`src/rtl/demux_pkg.sv`:
```
// Shared constants, mode encodings and FSM state type for the 1-to-8 bit demultiplexer.
package demux_pkg;

    localparam int DEMUX_W     = 8;
    localparam int DEMUX_SEL_W = 3;

    localparam logic MODE_ADDR = 1'b0;
    localparam logic MODE_SEQ  = 1'b1;

    typedef enum logic {
        IDLE,
        COLLECT
    } demux_state_e;

endpackage

```
`src/rtl/demux1to8_reg_if.sv`:
```
// Bit-serial write port and byte-wide result port of demux1to8_reg.
interface demux1to8_reg_if;
    import demux_pkg::*;

    logic                   in_valid;
    logic                   in_bit;
    logic [DEMUX_SEL_W-1:0] sel;
    logic                   mode;
    logic                   clear;
    logic [DEMUX_W-1:0]     dout;
    logic                   word_valid;
    logic                   busy;
    logic [DEMUX_SEL_W-1:0] idx;

    modport master (
        output in_valid, in_bit, sel, mode, clear,
        input  dout, word_valid, busy, idx
    );

    modport slave (
        input  in_valid, in_bit, sel, mode, clear,
        output dout, word_valid, busy, idx
    );

endinterface

```
`src/rtl/decoder3to8.sv`:
```
// 3-bit index to one-hot 8-bit write enable.
module decoder3to8
    import demux_pkg::*;
(
    input  logic [DEMUX_SEL_W-1:0] index,
    output logic [DEMUX_W-1:0]     onehot
);

    genvar gi;
    generate
        for (gi = 0; gi < DEMUX_W; gi++) begin : g_dec
            assign onehot[gi] = (index == DEMUX_SEL_W'(gi));
        end
    endgenerate

endmodule

```
`src/rtl/demux1to8_reg.sv`:
```
// Registered 1-to-8 bit demultiplexer: addressed bit writes into dout, or LSB-first
// byte reassembly with a one-cycle word_valid pulse at frame completion.
module demux1to8_reg
    import demux_pkg::*;
#(
    parameter int WIDTH = DEMUX_W
) (
    input  logic             clk,
    input  logic             reset,
    demux1to8_reg_if.slave   bus
);

    demux_state_e            state_reg, state_next;
    logic [DEMUX_SEL_W-1:0]  idx_reg, idx_next;
    logic [WIDTH-1:0]        asm_reg, asm_next;
    logic [WIDTH-1:0]        dout_reg, dout_next;
    logic                    word_valid_reg, word_valid_next;

    logic [DEMUX_SEL_W-1:0]  dec_index;
    logic [DEMUX_W-1:0]      write_en;
    logic                    accept;
    logic                    mode_abort;

    // One decoder serves both modes; the index source follows the current mode.
    assign dec_index = (bus.mode == MODE_SEQ) ? idx_reg : bus.sel;

    decoder3to8 u_decoder (
        .index  (dec_index),
        .onehot (write_en)
    );

    // An explicit clear drops the bit; a mode switch mid-frame only aborts the frame.
    assign accept     = bus.in_valid & ~bus.clear;
    assign mode_abort = (state_reg == COLLECT) && (bus.mode == MODE_ADDR);

    always_comb begin
        state_next      = state_reg;
        idx_next        = idx_reg;
        asm_next        = asm_reg;
        dout_next       = dout_reg;
        word_valid_next = 1'b0;

        if (bus.clear || mode_abort) begin
            state_next = IDLE;
            idx_next   = '0;
        end

        if (accept) begin
            if (bus.mode == MODE_ADDR) begin
                dout_next       = (dout_reg & ~write_en) | (write_en & {WIDTH{bus.in_bit}});
                word_valid_next = 1'b1;
            end else begin
                asm_next = (asm_reg & ~write_en) | (write_en & {WIDTH{bus.in_bit}});
                idx_next = idx_reg + DEMUX_SEL_W'(1);
                if (idx_reg == DEMUX_SEL_W'(WIDTH - 1)) begin
                    // Last bit bypasses asm so the word is published on this same edge.
                    dout_next       = {bus.in_bit, asm_reg[WIDTH-2:0]};
                    word_valid_next = 1'b1;
                    state_next      = IDLE;
                end else begin
                    state_next = COLLECT;
                end
            end
        end
    end

    always_ff @(posedge clk) begin
        if (reset) begin
            state_reg      <= IDLE;
            idx_reg        <= '0;
            asm_reg        <= '0;
            dout_reg       <= '0;
            word_valid_reg <= 1'b0;
        end else begin
            state_reg      <= state_next;
            idx_reg        <= idx_next;
            asm_reg        <= asm_next;
            dout_reg       <= dout_next;
            word_valid_reg <= word_valid_next;
        end
    end

    assign bus.dout       = dout_reg;
    assign bus.word_valid = word_valid_reg;
    assign bus.busy       = (state_reg == COLLECT);
    assign bus.idx        = idx_reg;

endmodule

```
`src/flat_wrapper.sv`:
```
// flat-port wrapper written by rule: the top's interface ports become plain ports
module demux1to8_reg_flat import demux_pkg::*;
#(
    parameter int WIDTH = DEMUX_W
)
  (clk, reset, bus_in_valid, bus_in_bit, bus_sel, bus_mode, bus_clear, bus_dout, bus_word_valid, bus_busy, bus_idx);
  demux1to8_reg_if bus_i ();
  input  logic clk;
  input  logic reset;
  input wire logic [$bits(bus_i.in_valid)-1:0] bus_in_valid;
  input wire logic [$bits(bus_i.in_bit)-1:0] bus_in_bit;
  input wire logic [$bits(bus_i.sel)-1:0] bus_sel;
  input wire logic [$bits(bus_i.mode)-1:0] bus_mode;
  input wire logic [$bits(bus_i.clear)-1:0] bus_clear;
  output wire logic [$bits(bus_i.dout)-1:0] bus_dout;
  output wire logic [$bits(bus_i.word_valid)-1:0] bus_word_valid;
  output wire logic [$bits(bus_i.busy)-1:0] bus_busy;
  output wire logic [$bits(bus_i.idx)-1:0] bus_idx;
  assign bus_i.in_valid = bus_in_valid;
  assign bus_i.in_bit = bus_in_bit;
  assign bus_i.sel = bus_sel;
  assign bus_i.mode = bus_mode;
  assign bus_i.clear = bus_clear;
  assign bus_dout = bus_i.dout;
  assign bus_word_valid = bus_i.word_valid;
  assign bus_busy = bus_i.busy;
  assign bus_idx = bus_i.idx;
  demux1to8_reg #(.WIDTH(WIDTH)) u_core (.clk(clk), .reset(reset), .bus(bus_i));
endmodule
```
`config.mk`:
```
export PLATFORM = sky130hd
export DESIGN_NAME = demux1to8_reg_flat
export DESIGN_NICKNAME = d
export VERILOG_FILES = /design/src/rtl/demux_pkg.sv /design/src/rtl/demux1to8_reg_if.sv /design/src/rtl/decoder3to8.sv /design/src/rtl/demux1to8_reg.sv /design/src/flat_wrapper.sv
export SDC_FILE = /design/constraint.sdc
export NUM_CORES = 1
export LEC_CHECK = 0
export BUFFER_PORTS_ARGS = -buffer_cell sky130_fd_sc_hd__buf_4
export CAP_MARGIN = 20
export CORE_ASPECT_RATIO = 1.5
export CORE_MARGIN = 2
export CORE_UTILIZATION = 30
export DETAILED_ROUTE_END_ITERATION = 8
export PLACE_DENSITY = 0.58
export REMOVE_ABC_BUFFERS = 1
export SYNTH_ARGS = -nofsm -noshare
export SYNTH_HDL_FRONTEND = slang
export SYNTH_HIERARCHICAL = 1
export SYNTH_SLANG_ARGS = --single-unit
```
`constraint.sdc`:
```
create_clock -name clk -period 1.68 [get_ports clk]
set_input_delay 0.168 -clock clk [delete_from_list [all_inputs] [get_ports clk]]
set_output_delay 0.168 -clock clk [all_outputs]
set_load 0.01 [all_outputs]
```
==> results.md, run 1 <==
- Status: completed
- TritonCTS clock tree: built
- R2R cell count: 7
- Mapped Cells: 118
- Fin crit share: 0.971
- Pre-CTS setup slack: 0.0586 ns
- Root Driver: clkbuf_8
- Max-Slew Margin vs Limit: 0.681
- CTS HTree Levels: 1
- Die Wd: 52.5 um
- Final WL: 2620 um
- Sequential-to-total area share from yosys stat: 0.378
- Number of global-route vias before repair: 989
- Post-synthesis cell type count: 35
- Arrival @ worst endpoint: 1.77 ns
- Most frequent cells in the layout: 33 x buf_4, 20 x dfxtp_1, 13 x o21ai_1
- Adder-cell share of the synthesized area: 0.0354
- Worst-margin pin slew: 0.478 ns
- GPL Wtd Cong: 0.758
- Post-synthesis xor/xnor area fraction: 0.00826
- IO Port Bufs: 21
- Final setup fails: 0
- Reg clk slew, reported paths: 0.07 ns
- Final Util: 0.402
- Num CTS Buffers: 3
- I/O Pins: 22
- Number of synthesized flops with an enable pin: 0
- Final min period: 1.63 ns
- Vias per cell: 5.32
- Post-synthesis async set-or-reset flop share: 0
- CTS max path bufs: 2
- Die area: 0.00403 mm2
- Setup Skew: 0.00407 ns
- Critical path type: flop to flop
- Initial antenna violation count: 0
- Critical path peak fanout: 7
- Setup WS post-layout: 0.0479 ns
- Grt total ovfl: 0
- #FFs+latches synth: 20
- Synth Flop Type: dfxtp_1
- Max Clk Rate: 0.613 GHz
- Antenna Cells: 0
- Simple-Gate Fraction of Synth Area: 0.255
- Flop-to-flop setup slack: 0.05 ns
- Synth warn: 6
- Compound-Gate Fraction of Synth Area: 0.210
- Most common cell after layout, fill and taps aside: buf_4
- TNS Setup: 0 ns
- Multiplexer share of the synthesized area: 0.0508
- Largest family of logic cells by synthesized area: simple AND/OR/NAND/NOR gates
- Hold Crit Class: input port to flop
- Critical Path RT: 1.81 ns
- Pins Over Slew Limit: 0
- Final-report hold violation count: 0
- Fillers: 358
- Pwr dens: 687 mW/mm2
- Initial DRC count: 23
- Peak VDD IR: 386 uV
- Avg Cell Area, Syn: 8.98 um2
- Remaining antenna violation count: 0
- First drt pass iteration count: 4
- DP HPWL: 1970 um
- Startpoint Class: flop
- Routed len/inst: 14.1 um
- Max-cap violations: 0
- # Post-CTS Setup Buffers: 0
- Initial Util: 0.313
- First-pass GRT wire length: 4410 um
- RSZ-0062 raised after global routing: true
- Row count: 26
- Vias: 990
- Mapped cell area: 0.00106 mm2
- Core footprint: 0.00338 mm2
- Layout cell share with drive strength beyond 1: 0.326
- Largest net degree at the start of global routing: 17
- Nets: 158
- Clock Latency Late Sink: 0.25 ns
- DRC Markers: 0
- Total GRT Usage: 0.140
- Hold Path Stages: 2
- Die height: 76.8 um
- Clock Sinks: 20
- Area Growth Syn to Fin: 28.5%
- Worst setup EP type: flop
- Leakage: 0.552 nW
- Final Power: 935 uW
[report_power, final]
group	switching, mW	total [mW]	internal, mW
combinational	0.0798	0.143	0.0630
sequential	0.00343	0.483	0.479
clock	0.151	0.310	0.159
[critical path: stages, from the launching register on]
cell and delay (ns):
dfxtp_1 0.34, mux2_1 0.31, buf_4 0.17, nor3b_1 0.19, buf_4 0.15, nor2_1 0.04
o311ai_1 0.23, o21ai_1 0.09
[cell usage after synthesis, types with 2 or more instances]
cell type | count | share of area
a22oi_1 | 7 | 0.050
a32oi_1 | 2 | 0.017
and3b_2 | 3 | 0.028
buf_2 | 5 | 0.024
clkbuf_1 | 2 | 0.0071
dfxtp_1 | 20 | 0.38
ha_1 | 3 | 0.035
inv_2 | 2 | 0.0071
mux2_1 | 3 | 0.032
mux2i_1 | 2 | 0.019
nand2_1 | 2 | 0.0071
nand3_1 | 5 | 0.024
nand3b_1 | 2 | 0.014
nand4b_1 | 7 | 0.058
nor2_1 | 11 | 0.039
nor2b_1 | 2 | 0.012
nor3_1 | 2 | 0.0094
nor3b_1 | 3 | 0.021
o21ai_1 | 13 | 0.061
o311ai_1 | 7 | 0.058
[logic make-up (layout without fill, tap and decap cells)]
logic type               after synthesis  count (layout)
buffers and inverters                 13              39
AND/OR/NAND/NOR                       43              43
AO/OA/AOI/OAI                         33              33
XOR/XNOR                               1               1
flip-flops                            20              20
multiplexers                           5               5
adder cells (fa/ha/maj)                3               3
[path summary, 6_finish.rpt]
kind	end	startpoint
worst max-delay path	flop	u_core/bus.idx[1]
worst min-delay path	flop	reset
worst max register to register	flop	u_core/bus.idx[1]
worst min register to register	flop	flop
[stage by stage]
step | hold WS (ns) | instances | instance area (um2)
after CTS | 0.148 | 186 | 1350
after floorplan | 0.237 | 108 | 1000
after global placement | 0.418 | 183 | 1310
after global routing | 0.164 | 186 | 1360
final | 0.156 | 186 | 1360
after detailed placement | 0.424 | 183 | 1310
[cell type report]
type,count,area (um2),area share
multi-input combinational,85,608,0.447
sequential,20,400,0.294
timing repair buffer,33,248,0.182
tap,42,52.6,0.0386
clock buffer,3,41.3,0.0303
inverter,3,11.3,0.00827
[layer usage]
metal	vias to the layer above	GRT usage	routed length (um)
li1	499	-	-
met1	461	0.175	1130
met2	28	0.243	1360
met3	2	0.0156	110
met4	0	0.0462	17
met5	-	0	0
[timing repair]
item                       4_1_cts  5_1_grt
hold buffers                     0        0
resized for setup                0        5
setup endpoints to repair        0        6
Note: power is estimated with default switching activity, not from simulation.
==> run 2: changes to the inputs <==
CORE_UTILIZATION = 47   (was 30)
PLACE_DENSITY = 0.8   (was 0.58)
==> run 2 against run 1 <==
Sequential share of layout area rose by 1.2 points; global-route usage rose by 6.4 points; die area decreased by 34%; largest power group unchanged; sequential power about the same; largest cell class unchanged; first-iteration DRC count increased by 96%; register-to-register slack improved by 0.03 ns; clock power fell by 28%; count of clock-buffer cells in the layout stayed put; worst hold slack got worse by 0.052 ns; critical path depth shrank 2.
==> results.md, run 2 (synthesized netlist as in run 1, its figures left out) <==
- Max Clk Rate: 0.624 GHz
- CTS max path bufs: 2
- Critical Path RT: 1.91 ns
- Worst-margin pin slew: 0.438 ns
- Die Wd: 42.8 um
- Leakage: 0.538 nW
- Most frequent cells in the layout: 30 x buf_4, 19 x dfxtp_1, 13 x o21ai_1
- DRC Markers: 0
- Layout cell share with drive strength beyond 1: 0.319
- Remaining antenna violation count: 0
- Peak VDD IR: 370 uV
- Nets: 155
- Placed cells: 160
- IO Port Bufs: 21
- CTS HTree Levels: 1
- Antenna Cells: 0
- Most common cell after layout, fill and taps aside: buf_4
- Total GRT Usage: 0.204
- Max-Slew Margin vs Limit: 0.707
- Critical path peak fanout: 7
- Grt total ovfl: 0
- Critical path type: flop to flop
- Number of global-route vias before repair: 987
- TritonCTS clock tree: built
- Initial Util: 0.486
- Max-cap violations: 0
- Final min period: 1.60 ns
- Fin crit share: 0.953
- Fin cells: 164
- Routed len/inst: 15.9 um
- Final-report hold violation count: 0
- Largest net degree at the start of global routing: 22
- Reg clk slew, reported paths: 0.11 ns
- Arrival @ worst endpoint: 1.83 ns
- Worst setup EP type: flop
- Area Growth Syn to Fin: 23.8%
- First drt pass iteration count: 5
- Startpoint Class: flop
- Clock Latency Late Sink: 0.29 ns
- Vias per cell: 6.09
- Root Driver: clkbuf_4
- GPL Wtd Cong: 0.762
- Final WL: 2610 um
- Setup Skew: 0.00144 ns
- Final setup fails: 0
- Die height: 62.2 um
- Die area: 0.00266 mm2
- Initial antenna violation count: 0
- First-pass GRT wire length: 4370 um
- Hold Crit Class: input port to flop
- Core footprint: 0.00218 mm2
- TNS Setup: 0 ns
- Fillers: 182
- Vias: 999
- Initial DRC count: 45
- Pwr dens: 645 mW/mm2
- Pins Over Slew Limit: 0
- Cell area after layout: 0.00131 mm2
- Num CTS Buffers: 3
- Row count: 21
- DP Area: 0.00125 mm2
- I/O Pins: 22
- Status: completed
- Clock Sinks: 20
- DP HPWL: 1900 um
## run 2: worst max-delay path, stage by stage (launching register included)
cell and delay [ns]:
dfxtp_1 0.45, ha_1 0.22, ha_1 0.15, nor2b_1 0.07, or3_1 0.45, o21ai_1 0.19
## run 2: final cells by class
| type | instances | area (um2) | share of cell area |
|---|---|---|---|
| inverters | 3 | 11.3 | 0.00858 |
| multi-input cells | 85 | 623 | 0.475 |
| repair buffers | 30 | 225 | 0.172 |
| clock buffers | 3 | 22.5 | 0.0172 |
| flip-flops and latches | 20 | 402 | 0.306 |
| well taps | 23 | 28.8 | 0.0219 |
## run 2: stage by stage
step / utilization / setup slack, ns / power [mW] / hold WS [ns]
final: 0.602 / 0.0784 / 0.847 / 0.104
after global routing: 0.602 / -0.0217 / 0.882 / 0.0969
after CTS: 0.586 / 0.00108 / 0.845 / 0.0987
after detailed placement: 0.574 / -0.0736 / 0.624 / 0.421
after global placement: 0.574 / 0.0204 / 0.620 / 0.416
after floorplan: - / 0.0251 / 0.554 / 0.237
## run 2: routing by layer
metal | global-route usage | routed length (um) | vias to the layer above
met2 | 0.362 | 1390 | 25
li1 | - | - | 497
met3 | 0.0203 | 99 | 4
met4 | 0.0742 | 31 | 0
met5 | 0 | 0 | -
met1 | 0.246 | 1090 | 473
## run 2: power breakdown
group	switching [mW]	internal [mW]	leakage (nW)
Combinational	0.0820	0.0597	0.362
Sequential	0.00405	0.479	0.162
Clock	0.138	0.0833	0.0138
## run 2: final timing paths
| path | start | end | slack, ns | cells past startpoint |
|---|---|---|---|---|
| worst max-delay path | u_core/bus.idx[0] | flop | 0.08 | 5 |
| worst min-delay path | reset | flop | 0.10 | 2 |
| worst max register to register | u_core/bus.idx[0] | flop | 0.08 | 5 |
| worst min register to register | flop | flop | 0.47 | 2 |
## run 2: what timing repair did
action | in CTS | in global routing
setup buffers | 0 | 1
hold buffers | 0 | 0
endpoints found under the setup margin | 2 | 8
resized for setup | 2 | 6
endpoints found under the hold margin | 0 | 0
pin swaps | 0 | 2
==> run 3: changes to the inputs <==
CORE_MARGIN = unset   (was 2)
==> run 3 against run 2 <==
Sequential power barely moved; cell area rose by 1.8%; power rose by 6.1%; worst hold slack barely moved; critical path type unchanged; critical path depth rose by 2; largest cell class unchanged; highest routed layer unchanged; largest power group unchanged; count of clock-buffer cells in the layout rose by 1; via count fell by 0.30%; sequential share of layout area fell by 0.54 points; fmax fell by 1.2%; first-iteration DRC count fell by 18%.
==> results.md, run 3 (synthesized netlist as in run 1, its figures left out) <==
- CTS HTree Levels: 1
- Max-cap violations: 0
- Final min period: 1.62 ns
- Fin crit share: 0.965
- Status: completed
- First-pass GRT wire length: 3920 um
- # Post-CTS Setup Buffers: 0
- Routed len/inst: 15.0 um
- DP Area: 0.00125 mm2
- Met1 GRT Util: 0.262
- Initial Util: 0.510
- GPL Wtd Cong: 0.740
- Vias per cell: 6.11
- Final WL: 2450 um
- Num CTS Buffers: 3
- Critical path peak fanout: 7
- Nets: 154
- Placed cells: 159
- Startpoint Class: flop
- Root Driver: clkbuf_4
- Most common cell after layout, fill and taps aside: buf_4
- Largest net degree at the start of global routing: 17
- Initial antenna violation count: 0
- Antenna Cells: 0
- Pins Over Slew Limit: 0
- Layout cell share with drive strength beyond 1: 0.355
- Peak VDD IR: 571 uV
- Worst-margin pin slew: 0.459 ns
- Vias: 996
- Leakage: 0.540 nW
- IO Port Bufs: 21
- Fin cells: 163
- Grt total ovfl: 0
- M3 GR Usage: 0.0223
- Row count: 20
- Die area: 0.00245 mm2
- Final-report hold violation count: 0
- Pwr dens: 672 mW/mm2
- Max Clk Rate: 0.617 GHz
- R2R cell count: 7
- Max-Slew Margin vs Limit: 0.693
- Hold Path Stages: 2
- Setup Skew: 0.00199 ns
- CTS max path bufs: 2
- Final setup fails: 0
- Met2 Usage GRT: 0.415
- Most Crowded Layer GR: met2
- Core footprint: 0.00208 mm2
- Fin Hold WS: 0.104 ns
- Remaining antenna violation count: 0
- Cell area after layout: 0.00134 mm2
- Initial DRC count: 37
- Area Growth Syn to Fin: 26.1%
- Clock Latency Late Sink: 0.29 ns
- Critical path type: flop to flop
- Clock Sinks: 20
- Total GRT Usage: 0.233
- DRC Markers: 0
- Die Wd: 40.8 um
- TritonCTS clock tree: built
- Worst setup EP type: flop
- First drt pass iteration count: 4
- Die height: 60.2 um
- I/O Pins: 22
- Arrival @ worst endpoint: 1.81 ns
- Most frequent cells in the layout: 28 x buf_4, 19 x dfxtp_1, 13 x o21ai_1
- Critical Path RT: 1.87 ns
- Reg clk slew, reported paths: 0.11 ns
- Hold Crit Class: input port to flop
- DP HPWL: 1800 um
- Number of global-route vias before repair: 891
run 3: metal layers:
| layer | vias to the layer above | routed length, um | share of wire |
|---|---|---|---|
| met5 | - | 0 | 0 |
| met4 | 0 | 17 | 0.0069 |
| met3 | 2 | 76 | 0.031 |
| met2 | 22 | 1400 | 0.57 |
| met1 | 478 | 959 | 0.39 |
| li1 | 494 | - | - |
run 3: final timing paths:
kind | startpoint | endpoint | slack, ns
max | u_core/bus.idx[1] | flop | 0.06
min | reset | flop | 0.10
max reg2reg | u_core/bus.idx[1] | flop | 0.06
min reg2reg | flop | flop | 0.47
run 3: layout make-up:
type	instances	area, um2
Multi-Input combinational cell	85	638
Tap cell	22	27.5
Clock buffer	4	36.3
Timing Repair Buffer	29	221
Inverter	3	11.3
Fill cell	179	741
Sequential cell	20	402
run 3: critical path, cell delays in order, from the launching register on:
cell      delay [ns]
dfxtp_2         0.35
mux2_1          0.33
buf_6           0.15
nor3b_2         0.17
buf_4           0.14
nor2_1          0.04
o311ai_2        0.24
o21ai_1         0.09
run 3: power by group:
group	internal (mW)	total, mW	switching, mW
Clock	0.132	0.274	0.142
Sequential	0.479	0.483	0.00343
Combinational	0.0604	0.142	0.0814
run 3: through the flow:
step                      power, mW  utilization  worst slack (ns)   TNS, ns
after floorplan               0.554            -            0.0251         0
after global placement        0.619        0.602            0.0708         0
after detailed placement      0.622        0.602          -0.00265  -0.00265
after CTS                     0.892        0.622            0.0386         0
after global routing          0.946        0.643          -0.00867  -0.00867
final                         0.899        0.643            0.0590         0
run 3: timing repair:
action | CTS | global route
pin swaps | 0 | 2
cloned | 0 | 0
endpoints found under the setup margin | 1 | 7
resized for setup | 1 | 12
hold buffers | 0 | 0
